[src/rtl/reg_hs_pkg.sv]
// reg_hs_pkg: shared types and defaults for the save/left-shift handshake initiator.
//   hs_state_e       - initiator FSM states
//   shift_cnt_width  - bits needed to hold a shift count of 0..Width
//   Def*             - default MinWait / ReqLow / Timeout cycle counts
package reg_hs_pkg;

    typedef enum logic [2:0] {
        IDLE,
        SAVE_HI,
        LEFT_HI,
        REQ_LO,
        DONE
    } hs_state_e;

    localparam int unsigned DefMinWait = 4;
    localparam int unsigned DefReqLow  = 2;
    localparam int unsigned DefTimeout = 256;

    function automatic int unsigned shift_cnt_width(input int unsigned width);
        return $clog2(width + 1);
    endfunction

endpackage

[src/rtl/hs_sync.sv]
// hs_sync: two-flop synchronizer for a single asynchronous level.
// Ports:
//   clk   - destination clock
//   rst_n - asynchronous active-low reset, clears both stages to 0
//   d     - asynchronous input
//   q     - synchronized output (two clk cycles of latency)
module hs_sync (
    input  logic clk,
    input  logic rst_n,
    input  logic d,
    output logic q
);

    logic meta_q;
    logic sync_q;

    always_ff @(posedge clk or negedge rst_n) begin
        if (!rst_n) begin
            meta_q <= 1'b0;
            sync_q <= 1'b0;
        end else begin
            meta_q <= d;
            sync_q <= meta_q;
        end
    end

    assign q = sync_q;

endmodule

[src/rtl/reg_shift_initiator.sv]
// reg_shift_initiator: clocked initiator for the self-timed save/left-shift register.
// A command optionally parallel-loads cmdData (save), then issues N left shifts.
// Each request is a four-phase-like level: req held high until the synchronized fin
// is accepted, then held low for at least ReqLow cycles.
//
// Ports:
//   clk, rst_n          - clock, asynchronous active-low reset
//   cmdValid/cmdReady   - command handshake (ready only in IDLE)
//   cmdLoad, cmdShift,  - load flag, shift count (clamped to Width), load data
//   cmdData
//   regIn               - data presented to the register, held for the whole command
//   saveReq, leftReq    - requests to the responder (never both high)
//   saveFin, leftFin    - asynchronous completions from the responder
//   busy, done, err     - status; done/err are single-cycle pulses
//
// Optional feature macro: REG_SHIFT_TIMEOUT_EN
//   Defined   - a req held high for Timeout cycles is aborted with an err pulse and
//               the command is discarded (no done).
//   Undefined - reqs wait indefinitely and err is tied low.
//
// ReqLow is expected to be at least 1.
module reg_shift_initiator
    import reg_hs_pkg::*;
#(
    parameter int unsigned Width   = 32,
    parameter int unsigned MinWait = DefMinWait,
    parameter int unsigned ReqLow  = DefReqLow
`ifdef REG_SHIFT_TIMEOUT_EN
    ,
    parameter int unsigned Timeout = DefTimeout
`endif
) (
    input  logic                                clk,
    input  logic                                rst_n,
    input  logic                                cmdValid,
    output logic                                cmdReady,
    input  logic                                cmdLoad,
    input  logic [shift_cnt_width(Width)-1:0]   cmdShift,
    input  logic [Width-1:0]                    cmdData,
    output logic [Width-1:0]                    regIn,
    output logic                                saveReq,
    output logic                                leftReq,
    input  logic                                saveFin,
    input  logic                                leftFin,
    output logic                                busy,
    output logic                                done,
    output logic                                err
);

    localparam int unsigned CntW  = shift_cnt_width(Width);
    localparam int unsigned WaitW = $clog2(MinWait + 2);
    localparam int unsigned LoW   = $clog2(ReqLow + 1);

    hs_state_e        state_q, state_d;
    hs_state_e        next_q, next_d;
    logic [CntW-1:0]  count_q, count_d;
    logic [Width-1:0] reg_in_q, reg_in_d;
    logic [WaitW-1:0] wait_cnt_q, wait_cnt_d;
    logic             seen_low_q, seen_low_d;
    logic [LoW-1:0]   lo_cnt_q, lo_cnt_d;
    logic             save_req_q, save_req_d;
    logic             left_req_q, left_req_d;
    logic             done_q, done_d;

`ifdef REG_SHIFT_TIMEOUT_EN
    localparam int unsigned TmoW = $clog2(Timeout + 1);
    logic [TmoW-1:0]  tmo_cnt_q, tmo_cnt_d;
    logic             err_q, err_d;
`endif

    logic             save_fin_s;
    logic             left_fin_s;
    logic             active_fin;
    logic             fin_ok;
    logic [CntW-1:0]  shift_clamped;

    hs_sync u_sync_save (
        .clk   (clk),
        .rst_n (rst_n),
        .d     (saveFin),
        .q     (save_fin_s)
    );

    hs_sync u_sync_left (
        .clk   (clk),
        .rst_n (rst_n),
        .d     (leftFin),
        .q     (left_fin_s)
    );

    assign shift_clamped = (cmdShift > CntW'(Width)) ? CntW'(Width) : cmdShift;

    // A high fin only counts once it is known to be fresh: either a low fin was seen
    // after the req rose, or MinWait cycles passed (covers a responder that finished
    // faster than the synchronizer could observe the low phase, and stale fins after reset).
    assign active_fin = (state_q == SAVE_HI) ? save_fin_s : left_fin_s;
    assign fin_ok     = active_fin && (seen_low_q || (wait_cnt_q >= WaitW'(MinWait)));

    always_comb begin
        state_d    = state_q;
        next_d     = next_q;
        count_d    = count_q;
        reg_in_d   = reg_in_q;
        wait_cnt_d = wait_cnt_q;
        seen_low_d = seen_low_q;
        lo_cnt_d   = lo_cnt_q;
        save_req_d = save_req_q;
        left_req_d = left_req_q;
        done_d     = 1'b0;
`ifdef REG_SHIFT_TIMEOUT_EN
        tmo_cnt_d  = tmo_cnt_q;
        err_d      = 1'b0;
`endif

        case (state_q)
            IDLE: begin
                if (cmdValid) begin
                    reg_in_d   = cmdData;
                    count_d    = shift_clamped;
                    wait_cnt_d = '0;
                    seen_low_d = 1'b0;
`ifdef REG_SHIFT_TIMEOUT_EN
                    tmo_cnt_d  = '0;
`endif
                    if (cmdLoad) begin
                        state_d    = SAVE_HI;
                        save_req_d = 1'b1;
                    end else if (shift_clamped != '0) begin
                        state_d    = LEFT_HI;
                        left_req_d = 1'b1;
                    end else begin
                        state_d = DONE;
                        done_d  = 1'b1;
                    end
                end
            end

            SAVE_HI, LEFT_HI: begin
                if (!active_fin) begin
                    seen_low_d = 1'b1;
                end
                if (wait_cnt_q < WaitW'(MinWait)) begin
                    wait_cnt_d = wait_cnt_q + 1'b1;
                end
                if (fin_ok) begin
                    save_req_d = 1'b0;
                    left_req_d = 1'b0;
                    lo_cnt_d   = '0;
                    state_d    = REQ_LO;
                    if (state_q == LEFT_HI) begin
                        count_d = count_q - 1'b1;
                        next_d  = (count_q > CntW'(1)) ? LEFT_HI : DONE;
                    end else begin
                        next_d  = (count_q != '0) ? LEFT_HI : DONE;
                    end
                end
`ifdef REG_SHIFT_TIMEOUT_EN
                // Abort lands in REQ_LO so the low-time rule still holds before IDLE.
                else if (tmo_cnt_q == TmoW'(Timeout - 1)) begin
                    save_req_d = 1'b0;
                    left_req_d = 1'b0;
                    lo_cnt_d   = '0;
                    err_d      = 1'b1;
                    state_d    = REQ_LO;
                    next_d     = IDLE;
                end else begin
                    tmo_cnt_d = tmo_cnt_q + 1'b1;
                end
`endif
            end

            REQ_LO: begin
                if (lo_cnt_q == LoW'(ReqLow - 1)) begin
                    state_d    = next_q;
                    wait_cnt_d = '0;
                    seen_low_d = 1'b0;
`ifdef REG_SHIFT_TIMEOUT_EN
                    tmo_cnt_d  = '0;
`endif
                    if (next_q == LEFT_HI) begin
                        left_req_d = 1'b1;
                    end else if (next_q == DONE) begin
                        done_d = 1'b1;
                    end
                end else begin
                    lo_cnt_d = lo_cnt_q + 1'b1;
                end
            end

            DONE: begin
                state_d = IDLE;
            end

            default: begin
                state_d    = IDLE;
                save_req_d = 1'b0;
                left_req_d = 1'b0;
            end
        endcase
    end

    always_ff @(posedge clk or negedge rst_n) begin
        if (!rst_n) begin
            state_q    <= IDLE;
            next_q     <= IDLE;
            count_q    <= '0;
            reg_in_q   <= '0;
            wait_cnt_q <= '0;
            seen_low_q <= 1'b0;
            lo_cnt_q   <= '0;
            save_req_q <= 1'b0;
            left_req_q <= 1'b0;
            done_q     <= 1'b0;
`ifdef REG_SHIFT_TIMEOUT_EN
            tmo_cnt_q  <= '0;
            err_q      <= 1'b0;
`endif
        end else begin
            state_q    <= state_d;
            next_q     <= next_d;
            count_q    <= count_d;
            reg_in_q   <= reg_in_d;
            wait_cnt_q <= wait_cnt_d;
            seen_low_q <= seen_low_d;
            lo_cnt_q   <= lo_cnt_d;
            save_req_q <= save_req_d;
            left_req_q <= left_req_d;
            done_q     <= done_d;
`ifdef REG_SHIFT_TIMEOUT_EN
            tmo_cnt_q  <= tmo_cnt_d;
            err_q      <= err_d;
`endif
        end
    end

    assign cmdReady = (state_q == IDLE);
    assign busy     = (state_q != IDLE);
    assign regIn    = reg_in_q;
    assign saveReq  = save_req_q;
    assign leftReq  = left_req_q;
    assign done     = done_q;
`ifdef REG_SHIFT_TIMEOUT_EN
    assign err      = err_q;
`else
    assign err      = 1'b0;
`endif

endmodule

[config.mk]
export PLATFORM = sky130hd
export DESIGN_NAME = reg_shift_initiator
export DESIGN_NICKNAME = d
export VERILOG_FILES = /design/src/rtl/reg_hs_pkg.sv /design/src/rtl/hs_sync.sv /design/src/rtl/reg_shift_initiator.sv
export SDC_FILE = /design/constraint.sdc
export NUM_CORES = 1
export LEC_CHECK = 0
export BUFFER_PORTS_ARGS = -buffer_cell sky130_fd_sc_hd__buf_2
export CORE_AREA = 4 4 90 75
export DETAILED_ROUTE_END_ITERATION = 6
export DIE_AREA = 0 0 94 79
export GPL_ROUTABILITY_DRIVEN = 0
export PLACE_DENSITY = 0.67
export SLEW_MARGIN = 20
export SYNTH_ARGS = -nofsm -noshare
export SYNTH_HDL_FRONTEND = slang
export SYNTH_SLANG_ARGS = --single-unit
[constraint.sdc]
create_clock -name clk -period 4.7 [get_ports clk]
set_input_delay 0.94 -clock clk [delete_from_list [all_inputs] [get_ports clk]]
set_output_delay 0.94 -clock clk [all_outputs]
set_load 0.005 [all_outputs]
**Word level (Yosys, flattened, before mapping)**

Index checks and enable logic that the tools add are counted.

- Equality and inequality tests: 18
- $lt $le $gt $ge: 4
- $add $sub $neg: 3
- Bitwise logic cells: 2
- Mux-type cells: 43
- Reduce and logical (&&, ||, !) cells: 20

Operators with widths:

| operator | number |
|---|---|
| 3-bit two-way mux | 11 |
| 6-bit two-way mux | 4 |
| 1-bit two-way mux | 18 |
| 2-bit inequality test (second input constant) | 9 |
| 3-bit case mux with 3 select lines | 2 |
| 4-bit AND reduction | 4 |
| 6-bit case mux with 2 select lines | 1 |
| 6-bit nonzero test | 2 |
| 3-bit by 2-bit == test with 1-bit output (second input constant) | 3 |
| 7-bit AND reduction | 1 |
| 3-bit == test (second input constant) | 2 |
| 6-bit by 1-bit > comparator with 1-bit output (second input constant) | 1 |
| 6-bit > comparator (second input constant) | 1 |
| 1-bit case mux with 3 select lines | 2 |
| 3-bit AND reduction | 2 |
| 3-bit nonzero test | 2 |
| 6-bit by 1-bit subtractor with 6-bit output (second input constant) | 1 |
| 2-bit two-way mux | 2 |
| 2-bit by 1-bit inequality test with 1-bit output (second input constant) | 2 |
| 1-bit case mux with 4 select lines | 1 |
| 2-bit case mux with 2 select lines | 1 |
| 2-bit AND reduction | 2 |
| 2-bit nonzero test | 2 |
| 2-bit OR reduction | 2 |
| other kinds (11) | 12 |

- Input port bits: 44
- Register bits: 57

**Logic depth before layout (Yosys ltp)**

- Depth after elaboration: 7
- Mapped depth: 7
- Gate-level depth less buffers: 6

**Modules after synthesis**

A second synthesis with hierarchy kept.

- Cells, all modules: 221
- Area total of the unflattened synthesis: 2680.1 um^2

Modules (own cells, without submodules):

| module | times used | cells each | sequential area each (um^2) | area each (um^2) |
|---|---|---|---|---|
| reg_shift_initiator | 1 | 217 | 1301.2 | 2580.0 |
| hs_sync | 2 | 2 | 50.0 | 50.0 |

**Worst setup path before layout**

No wires, ideal clock.

- Kind: input -> register
- Start: input port cmdShift[4]
- End: register left_req_q (netlist: leftReq)
- Arrival: 1916 ps
- Stages: 5
- Data required time: 4575 ps
- Buffers on the path: 0
- Slack: 2660 ps
- Path through: or4_1 -> nor3_1 -> o21ai_1 -> a31oi_1 -> nor3_1

- Word-level cells in the longest chain between the ends: 5

RTL lines:

| what | line | RTL |
|---|---|---|
| from (decl) | reg_shift_initiator.sv:38 | `input logic [shift_cnt_width(Width)-1:0] cmdShift,` |
| 6-bit > comparator | reg_shift_initiator.sv:91 | `assign shift_clamped = (cmdShift > CntW'(Width)) ? CntW'(Width) : cmdShift;` |
| 6-bit two-way mux (*) | reg_shift_initiator.sv:91 |  |
| 6-bit nonzero test (*) | reg_shift_initiator.sv:128 | `end else if (shift_clamped != '0) begin` |
| 2-bit by 1-bit inequality test with 1-bit output (no line) (*) | - |  |
| 7-bit AND reduction (no line) (*) | - |  |
| to (signal assigned) | reg_shift_initiator.sv:227 | `left_req_q <= left_req_d;` |
| to (decl) | reg_shift_initiator.sv:62 | `logic left_req_q, left_req_d;` |

Every way passes the cells marked *; elsewhere a longest branch is shown, timed or not.
A chain may end at the register's enable or synchronous reset.

**Final worst setup path**

- Start: register state_q[1]
- End: output port busy

- Word-level cells in the longest chain between the ends: 1

RTL lines:

| what | line | RTL |
|---|---|---|
| from (decl) | reg_shift_initiator.sv:54 | `hs_state_e state_q, state_d;` |
| from (signal assigned) | reg_shift_initiator.sv:219 | `state_q <= state_d;` |
| 3-bit nonzero test | reg_shift_initiator.sv:237 | `assign busy = (state_q != IDLE);` |
| to (decl) | reg_shift_initiator.sv:45 | `output logic busy,` |

Every way passes these cells.

==> impl_metrics.env <==
export IMPL_hold_violations=0
export IMPL_final_util_pct=52.8
export IMPL_via_per_inst=5.06
export IMPL_area_growth_pct=20.6
export IMPL_cts_tree="yes"
export IMPL_first_global_vias=1824
export IMPL_power_mw=1.93
export IMPL_crit_chain="or2_1, nor2_1, inv_1, buf_2"
export IMPL_clk_pin_slew_worst_paths_ns=0.11
export IMPL_dieWidth_um=94
export IMPL_num_fill_cells=535
export IMPL_syn_nets=260
export IMPL_hold_class="register to register"
export IMPL_synth_flop_cell="dfrtp_1"
export IMPL_synth_edf_count=0
export IMPL_grt_use_total_pct=14.4
export IMPL_critical_path_class="register to output port"
export IMPL_drcViolationCount=0
export IMPL_synth_top_area_cell="dfrtp_1"
export IMPL_placed_area_sq_mm=0.00297
export IMPL_cp_max_fo=10
export IMPL_cts_buffer_depth=2
export IMPL_syn_avg_cell_area_sq_um=12.0
export IMPL_grt_max_degree=57
export IMPL_critPathBufInv=2
export IMPL_slew_viol_final=0
export IMPL_fmax_ghz=0.388
export IMPL_period_share_pct=54.9
export IMPL_io_pins=82
export IMPL_ys_seq_area_share_pct=55.0
export IMPL_ys_warn_count=0
export IMPL_grt_pass1_wl_mm=8.52
export IMPL_fin_ws_ns=2.12
export IMPL_cts_buffers=5
export IMPL_place_ws_ns=2.09
export IMPL_clock_sink_count=56
export IMPL_tightestPinTransition_ns=0.678
export IMPL_netlist_area_leader_share_pct=55.0
export IMPL_yosysUniqueCellTypes=45
export IMPL_antenna_left=0
export IMPL_ys_ff_latch=56
export IMPL_status="finished, final reports clean"
export IMPL_maxCapViolCount=0
export IMPL_syn_inst=212
export IMPL_p_per_area_mw_per_mm2=627
export IMPL_htreeDepth=2
export IMPL_rsz0062_at_grt="false"
export IMPL_grt_overflow=0
export IMPL_synth_common_cells="56 x dfrtp_1, 29 x mux2_1, 17 x a21oi_1"
export IMPL_clkLatencyLatePin_ns=0.31
export IMPL_regArea_sq_mm=0.00140
export IMPL_portBuffers=80
export IMPL_start_util_pct=43.8
export IMPL_yosys_cell_count_top_type="dfrtp_1"
export IMPL_multi_input_area_sq_mm=0.00103
export IMPL_cts_setup_buffers=0
export IMPL_startpoint_type="register"
export IMPL_setup_violations_final=0
export IMPL_die_h_um=79
export IMPL_fin_setup_tns_ns=0
export IMPL_period_minus_slack_ns=2.58
export IMPL_critPathTopFamily="simple AND/OR/NAND/NOR gates"
export IMPL_ir_drop_mv=0.279
export IMPL_slowest_delay_ns=0.56
export IMPL_cts_resized_gates=0
export IMPL_nets=339
export IMPL_slowest_stage="dfrtp_1"
export IMPL_synthArstFlopShare_pct=100
export IMPL_cp_end_kind="output port"
export IMPL_drive_gt1_share_pct=35.3
export IMPL_dp_hpwl_mm=3.86
export IMPL_worstPathArrival_ns=1.64
export IMPL_slew_headroom_pct=54.8
export IMPL_skew_ns=0.00752
export IMPL_drtIter0Drc=74
export IMPL_synth_cell_area_sq_mm=0.00255
export IMPL_grt_antenna_before_repair=0
export IMPL_die_area_sq_mm=0.00743
export IMPL_vias=1889
export IMPL_ctsHoldBuffers=0
export IMPL_wire_per_inst_um=14.0
export IMPL_dr_pass1_iters=4
export IMPL_core_area_sq_mm=0.00582
export IMPL_drt_total_wl_mm=5.23
export IMPL_cts_root_buf="clkbuf_8"
export IMPL_power_leakage_nw=1.50
export IMPL_cp_required_ns=3.76
export IMPL_fp_row_count=25
export IMPL_num_antenna_cells=0
export IMPL_post_route_cell_area_sq_mm=0.00307
export IMPL_ys_top_cells_by_area="dfrtp_1 55%, mux2_1 13%, a21oi_1 3.3%"
[registers in the layout, indices dropped and copies added, names as in the netlist]
name and flops:
regIn 32, wait_cnt_q 3, state_q 3, u_sync_save.q 1, done 1, next_q 2
u_sync_left.q 1, u_sync_save.meta_q 1, saveReq 1, lo_cnt_q 2, leftReq 1, u_sync_left.meta_q 1
count_q 6, seen_low_q 1
[cell type report]
| cell class | instances | area share [%] |
|---|---|---|
| Multi-Input combinational cell | 138 | 33.5 |
| Sequential cell | 56 | 45.6 |
| Clock inverter | 3 | 0.895 |
| Timing Repair Buffer | 82 | 13.5 |
| Inverter | 8 | 0.977 |
| Tap cell | 81 | 3.30 |
| Clock buffer | 5 | 2.24 |
[per-stage QoR]
step / instances / hold slack [ns]
2_1_floorplan: 212 / 0.331
3_3_place_gp: 365 / 0.334
3_5_place_dp: 365 / 0.339
4_1_cts: 373 / 0.363
5_1_grt: 373 / 0.369
6_report: 373 / 0.359
[power breakdown]
part | switching, mW | internal, mW | leakage [nW] | total, mW
Clock | 0.166 | 0.110 | 0.0463 | 0.276
Combinational | 0.413 | 0.400 | 0.773 | 0.813
Sequential | 0.145 | 0.694 | 0.676 | 0.838
[logic make-up (layout without fill, tap and decap cells)]
group,count (synthesis),after routing,share of synthesized area (%)
AOI/OAI and AO/OA,48,48,11.9
other,1,1,0.147
muxes,36,36,15.8
and+or+nand+nor,49,49,10.4
buffers and inverters,18,98,4.81
DFF,56,56,55.0
adders and majority gates,4,4,1.96
[layer usage]
metal | wire length (um) | share of wire (%) | GRT usage, % | vias to the layer above
met5 | 0 | 0 | 0 | -
met1 | 2320 | 44 | 18.5 | 900
met4 | 91 | 1.7 | 6.06 | 0
li1 | - | - | - | 910
met2 | 2360 | 45 | 23.2 | 71
met3 | 465 | 8.9 | 3.69 | 8
[final timing paths]
check	startpoint	end	cells past startpoint	slack [ns]
worst max-delay path	state_q[1]	busy	4	2.12
worst min-delay path	u_sync_left.meta_q	u_sync_left.q	0	0.36
worst max register to register	state_q[1]	regIn[19]	4	2.80
worst min register to register	u_sync_left.meta_q	u_sync_left.q	0	0.36
max in group asynchronous	rst_n	wait_cnt_q[0]	2	3.51
min in group asynchronous	rst_n	regIn[21]	2	0.74
[cells in the final DEF, fill, tap and decap left out, types with 2 or more instances in the layout]
cell and n:
buf_2 80, dfrtp_1 56, mux2_1 29, a21oi_1 17
nand2_1 14, nor2_1 11, inv_1 7, mux2_2 5
o21ai_0 5, nor3_1 5, clkbuf_8 5, o21ai_1 4
ha_1 4, and3_1 3, a22o_1 3, o21a_1 3
a31oi_1 3, nand2b_1 2, mux2i_1 2, o2bb2ai_1 2
nand3_1 2, o211ai_1 2, buf_4 2
Power figures use the tool's default switching activity.
